`config.mk`:
```
export PLATFORM = sky130hd
export DESIGN_NAME = adder_arbiter
export DESIGN_NICKNAME = d
export VERILOG_FILES = /design/src/rtl/adder_arbiter.sv
export SDC_FILE = /design/constraint.sdc
export NUM_CORES = 1
export LEC_CHECK = 0
export BUFFER_PORTS_ARGS = -buffer_cell sky130_fd_sc_hd__clkbuf_2
export CORE_UTILIZATION = 40
export DETAILED_ROUTE_END_ITERATION = 8
export PLACE_DENSITY = 0.59
export SLEW_MARGIN = 20
export SYNTH_ARGS = -nofsm -noshare
export SYNTH_HDL_FRONTEND = slang
export SYNTH_HIERARCHICAL = 1
export SYNTH_SLANG_ARGS = --single-unit
```
`constraint.sdc`:
```
create_clock -name clk -period 4.8 [get_ports clk]
set_input_delay 0.96 -clock clk [delete_from_list [all_inputs] [get_ports clk]]
set_output_delay 0.96 -clock clk [all_outputs]
set_load 0.02 [all_outputs]
```
`src/rtl/adder_arbiter.sv`:
```
// rtl/adder_arbiter.sv - two-requester arbiter sharing one registered 32-bit prefix adder

// 32-bit Kogge-Stone adder: generate/propagate prefix tree, carry-in tied to 0.
module prefix_adder32 (
  input  logic [31:0] a_i,
  input  logic [31:0] b_i,
  output logic [31:0] sum_o,
  output logic        cout_o
);

  // Five prefix levels (span 1,2,4,8,16); g[i] ends as the carry out of bits [i:0].
  function automatic logic [32:0] ks_add(input logic [31:0] a, input logic [31:0] b);
    logic [31:0] g, p, gn, pn, hp;
    g  = a & b;
    p  = a ^ b;
    hp = p;
    for (int l = 0; l < 5; l++) begin
      for (int i = 0; i < 32; i++) begin
        if (i >= (1 << l)) begin
          gn[i] = g[i] | (p[i] & g[i - (1 << l)]);
          pn[i] = p[i] & p[i - (1 << l)];
        end else begin
          gn[i] = g[i];
          pn[i] = p[i];
        end
      end
      g = gn;
      p = pn;
    end
    return {g[31], hp ^ {g[30:0], 1'b0}};
  endfunction

  assign {cout_o, sum_o} = ks_add(a_i, b_i);

endmodule

module adder_arbiter #(
  parameter int FIXED_PRIO = 0
) (
  input  logic        clk,
  input  logic        rst,
  input  logic        req0_valid,
  input  logic [31:0] req0_a,
  input  logic [31:0] req0_b,
  output logic        req0_ready,
  input  logic        req1_valid,
  input  logic [31:0] req1_a,
  input  logic [31:0] req1_b,
  output logic        req1_ready,
  output logic        res_valid,
  input  logic        res_ready,
  output logic [31:0] res_sum,
  output logic        res_cout,
  output logic        res_id
);

  typedef enum logic [1:0] {IDLE = 2'd0, CALC = 2'd1, HOLD = 2'd2} state_t;

  state_t      state_q, state_d;
  logic [31:0] op_a_q, op_a_d, op_b_q, op_b_d;
  logic        id_q, id_d;
  logic        last_grant_q, last_grant_d;
  logic [31:0] res_sum_q, res_sum_d;
  logic        res_cout_q, res_cout_d;
  logic        res_id_q, res_id_d;
  logic        res_valid_q, res_valid_d;

  logic [31:0] add_sum;
  logic        add_cout;
  logic        accept_win, accept, grant_id;

  // The only adder: it sees registered operands, never the raw request ports.
  prefix_adder32 u_adder (
    .a_i    (op_a_q),
    .b_i    (op_b_q),
    .sum_o  (add_sum),
    .cout_o (add_cout)
  );

  // Grant decision; ready is masked by rst because the reset is asynchronous.
  always_comb begin
    accept_win = ~rst & ((state_q == IDLE) | ((state_q == HOLD) & res_ready));
    if (req0_valid & req1_valid)
      grant_id = (FIXED_PRIO != 0) ? 1'b0 : ~last_grant_q;
    else
      grant_id = req1_valid;
    accept = accept_win & (req0_valid | req1_valid);
  end

  // State and datapath registers.
  always_ff @(posedge clk or posedge rst) begin
    if (rst) begin
      state_q      <= IDLE;
      op_a_q       <= '0;
      op_b_q       <= '0;
      id_q         <= 1'b0;
      last_grant_q <= 1'b1;
      res_sum_q    <= '0;
      res_cout_q   <= 1'b0;
      res_id_q     <= 1'b0;
      res_valid_q  <= 1'b0;
    end else begin
      state_q      <= state_d;
      op_a_q       <= op_a_d;
      op_b_q       <= op_b_d;
      id_q         <= id_d;
      last_grant_q <= last_grant_d;
      res_sum_q    <= res_sum_d;
      res_cout_q   <= res_cout_d;
      res_id_q     <= res_id_d;
      res_valid_q  <= res_valid_d;
    end
  end

  // Next state: capture on accept, latch adder in CALC, retire in HOLD.
  always_comb begin
    state_d      = state_q;
    op_a_d       = op_a_q;
    op_b_d       = op_b_q;
    id_d         = id_q;
    last_grant_d = last_grant_q;
    res_sum_d    = res_sum_q;
    res_cout_d   = res_cout_q;
    res_id_d     = res_id_q;
    res_valid_d  = res_valid_q;
    case (state_q)
      IDLE: begin
        if (accept) state_d = CALC;
      end
      CALC: begin
        res_sum_d   = add_sum;
        res_cout_d  = add_cout;
        res_id_d    = id_q;
        res_valid_d = 1'b1;
        state_d     = HOLD;
      end
      HOLD: begin
        if (res_ready) begin
          res_valid_d = 1'b0;
          state_d     = accept ? CALC : IDLE;
        end
      end
      default: state_d = IDLE;
    endcase
    if (accept) begin
      op_a_d       = grant_id ? req1_a : req0_a;
      op_b_d       = grant_id ? req1_b : req0_b;
      id_d         = grant_id;
      last_grant_d = grant_id;
    end
  end

  // Outputs: one-hot ready toward the granted requester, results straight from registers.
  always_comb begin
    req0_ready = accept & ~grant_id;
    req1_ready = accept & grant_id;
    res_valid  = res_valid_q;
    res_sum    = res_sum_q;
    res_cout   = res_cout_q;
    res_id     = res_id_q;
  end

endmodule

```
==> results.json <==
{
  "status": "finished, final reports clean",
  "synth_cells": 597,
  "worstPathMaxFanout": 4,
  "cp-startpoint": "op_a_q[0]$_DFFE_PP0P_",
  "post_cts_resized": 0,
  "overflow": 0,
  "ctsLongestPathBuffers": 2,
  "grtUsageTotal": 0.230,
  "crit_end": "res_cout$_DFFE_PP0P_",
  "layout_common_cells": "clkbuf_2 (169), dfrtp_1 (102), o32ai_1 (66)",
  "irDropWorstVdd_mv": 0.235,
  "cts_sinks": 103,
  "dp.cells": 932,
  "synth_edf_count": 0,
  "fin_crit_sh": 0.631,
  "reg2reg_depth": 9,
  "seq_area_frac_synth": 0.406,
  "path_class": "reg2reg",
  "relSlewSlack": 0.262,
  "gp_congestion": 0.899,
  "period_needed_ps": 3030,
  "clkTransAtPathRegs_ps": 70,
  "worst_slew_pin_slew_ps": 1110,
  "ctsHoldBuffers": 0,
  "max_freq_mhz": 330,
  "cts_buffers": 9,
  "multi_input_area_sq_um": 3500,
  "fillers": 1453,
  "r2r_start": "op_a_q[0]$_DFFE_PP0P_",
  "p_comb_frac": 0.555,
  "core.rowCount": 45,
  "clkPwrFrac": 0.155,
  "yosys_register_bits": 103,
  "antenna_left": 0,
  "hold_viol_final": 0,
  "root_buffer": "clkbuf_16",
  "coreArea_sq_um": 15400,
  "postCtsSetupBuffers": 0,
  "drt_first_pass_iters": 7,
  "syn_area_sq_um": 6360,
  "fin_skew_ps": 6.31,
  "die_h_microns": 128,
  "sw_frac_of_total": 0.431,
  "ff2ff_setup_slack_ps": 1770,
  "p_seq_frac": 0.290,
  "crit_required_ps": 5040,
  "final_common_cell": "clkbuf_2",
  "viasPerCell": 5.86,
  "avgRoutedWirePerCell_microns": 18.9,
  "hp-class": "reg2reg",
  "switchingPower_mw": 2.07,
  "synth-async-reset-ratio": 1.00,
  "drt_iter0_drc": 394,
  "drc": 0,
  "drive_gt1_frac": 0.340,
  "place_hpwl_mm": 13.2,
  "p_leak_nw": 3.22,
  "setup_viol": 0,
  "seqCellArea_sq_um": 2580,
  "initial_utilization": 0.414,
  "drv_cap": 0,
  "clkLatencyLatePin_ps": 350,
  "area_growth_pct": 19.4,
  "io_buffers": 169,
  "die_w_microns": 128,
  "end_kind": "flop",
  "routed-via-count": 5552,
  "layout.cells.non_filler": 947,
  "dieArea_sq_um": 16400,
  "worstPathArrival_ps": 3270,
  "io_pins": 170,
  "yosys_warnings": 6,
  "syn_area_per_cell_sq_um": 10.6,
  "nets": 898,
  "grt_setup_unrepaired": "no",
  "grt_max_degree": 73,
  "htree_num_levels": 3,
  "antenna_found_initial": 0,
  "grt_pass1_wl_mm": 28.8,
  "cts_tree": "yes",
  "tns_ps": 0,
  "ys_types": 61,
  "syn-num-nets": 763,
  "internal_power_mw": 2.73,
  "drt-total-wl_mm": 17.9,
  "p_per_area_nw_per_um2": 633,
  "n_antenna_cell": 0,
  "critPathLaunchType": "flop",
  "synthFlopType": "dfrtp_1",
  "r2r_end": "res_cout$_DFFE_PP0P_",
  "grt_pass1_vias": 5401,
  "final_max_slew_viol_count": 0
}
worst max-delay path, cell delays in order (launching register included):
cell	delay, ps
dfrtp_1	400
ha_1	240
fa_1	420
a21o_1	220
a221oi_2	420
nor3_1	130
o2111ai_1	300
a21oi_1	190
a311o_1	330
mux2_2	260
cells by family (layout without fill, tap and decap cells):
| family | Yosys count | in the layout | share of synthesized area |
|---|---|---|---|
| AO/OA/AOI/OAI | 247 | 247 | 0.312 |
| flip-flops | 103 | 103 | 0.406 |
| AND/OR/NAND/NOR | 84 | 84 | 0.0689 |
| buffers and inverters | 67 | 206 | 0.0470 |
| multiplexers | 37 | 37 | 0.0649 |
| adder cells (fa/ha/maj) | 33 | 33 | 0.0661 |
| XOR/XNOR | 26 | 26 | 0.0358 |
cells in the mapped netlist, types with 3 or more instances:
cell type	number	area (sq um)
a211oi_1	8	60.1
a21o_1	10	75.1
a21oi_1	36	180
a2bb2oi_1	54	473
a2bb2oi_2	10	150
a31oi_1	6	37.5
buf_2	20	100
buf_4	4	30.0
clkbuf_1	23	86.3
dfrtp_1	102	2550
ha_1	32	400
inv_1	16	60.1
mux2_2	34	383
mux2i_1	3	30.0
nand2_1	27	101
nand3_1	6	30.0
nand4_1	7	43.8
nor2_1	17	63.8
nor2b_1	6	37.5
nor3_1	5	25.0
o2111ai_1	4	35.0
o211ai_1	5	37.5
o21a_1	4	30.0
o21ai_0	21	105
o21bai_1	4	30.0
o32ai_1	66	578
xnor2_1	19	166
xor2_1	7	61.3
area by class of cell:
| cell class | count | area share |
|---|---|---|
| Timing Repair Buffer | 174 | 0.116 |
| Clock buffer | 11 | 0.0320 |
| Multi-Input combinational cell | 427 | 0.461 |
| Tap cell | 211 | 0.0348 |
| Inverter | 17 | 0.00874 |
| Clock inverter | 4 | 0.00742 |
| Sequential cell | 103 | 0.340 |
worst min path at each step:
stage	startpoint	endpoint	cells after the start
final	last_grant_q$_DFFE_PP1P_	last_grant_q$_DFFE_PP1P_	2
after detailed placement	last_grant_q$_DFFE_PP1P_	last_grant_q$_DFFE_PP1P_	2
after floorplan	last_grant_q$_DFFE_PP1P_	last_grant_q$_DFFE_PP1P_	2
after global placement	last_grant_q$_DFFE_PP1P_	last_grant_q$_DFFE_PP1P_	2
after global routing	res_sum[5]$_DFFE_PP0P_	res_sum[5]$_DFFE_PP0P_	1
after CTS	last_grant_q$_DFFE_PP1P_	last_grant_q$_DFFE_PP1P_	2
layer usage:
metal	track usage	wire (microns)	vias to the layer above
met5	0	0	-
met2	0.339	7760	217
met1	0.335	8710	2685
met3	0.0388	1140	22
met4	0.0900	329	0
li1	-	-	2628
state kept, by name, summed over array words and instances (netlist names):
register and flops:
res_id 1, op_b_q 32, res_sum 32, state_q 2
op_a_q 32, res_valid 1, res_cout 1, last_grant_q 1
id_q 1
power groups by stage:
stage	clock network [mW]	registers [mW]	logic, mW
floorplan	0	1.54	1.78
global placement	0	1.39	2.62
detailed placement	0	1.41	2.64
CTS	0.766	1.40	2.65
global route	0.797	1.44	2.92
finish	0.744	1.39	2.67
stage by stage:
step / hold WS [ps] / worst slack, ps / cell area, sq um / util / total power [mW]
floorplan: 452 / 1140 / 6360 / - / 3.31
global placement: 485 / 1870 / 7290 / 0.474 / 4.02
detailed placement: 496 / 1820 / 7290 / 0.474 / 4.05
CTS: 506 / 1800 / 7590 / 0.494 / 4.82
global route: 528 / 1580 / 7590 / 0.494 / 5.15
finish: 500 / 1770 / 7590 / 0.494 / 4.81
No activity file was read; power rests on OpenSTA's default activity.
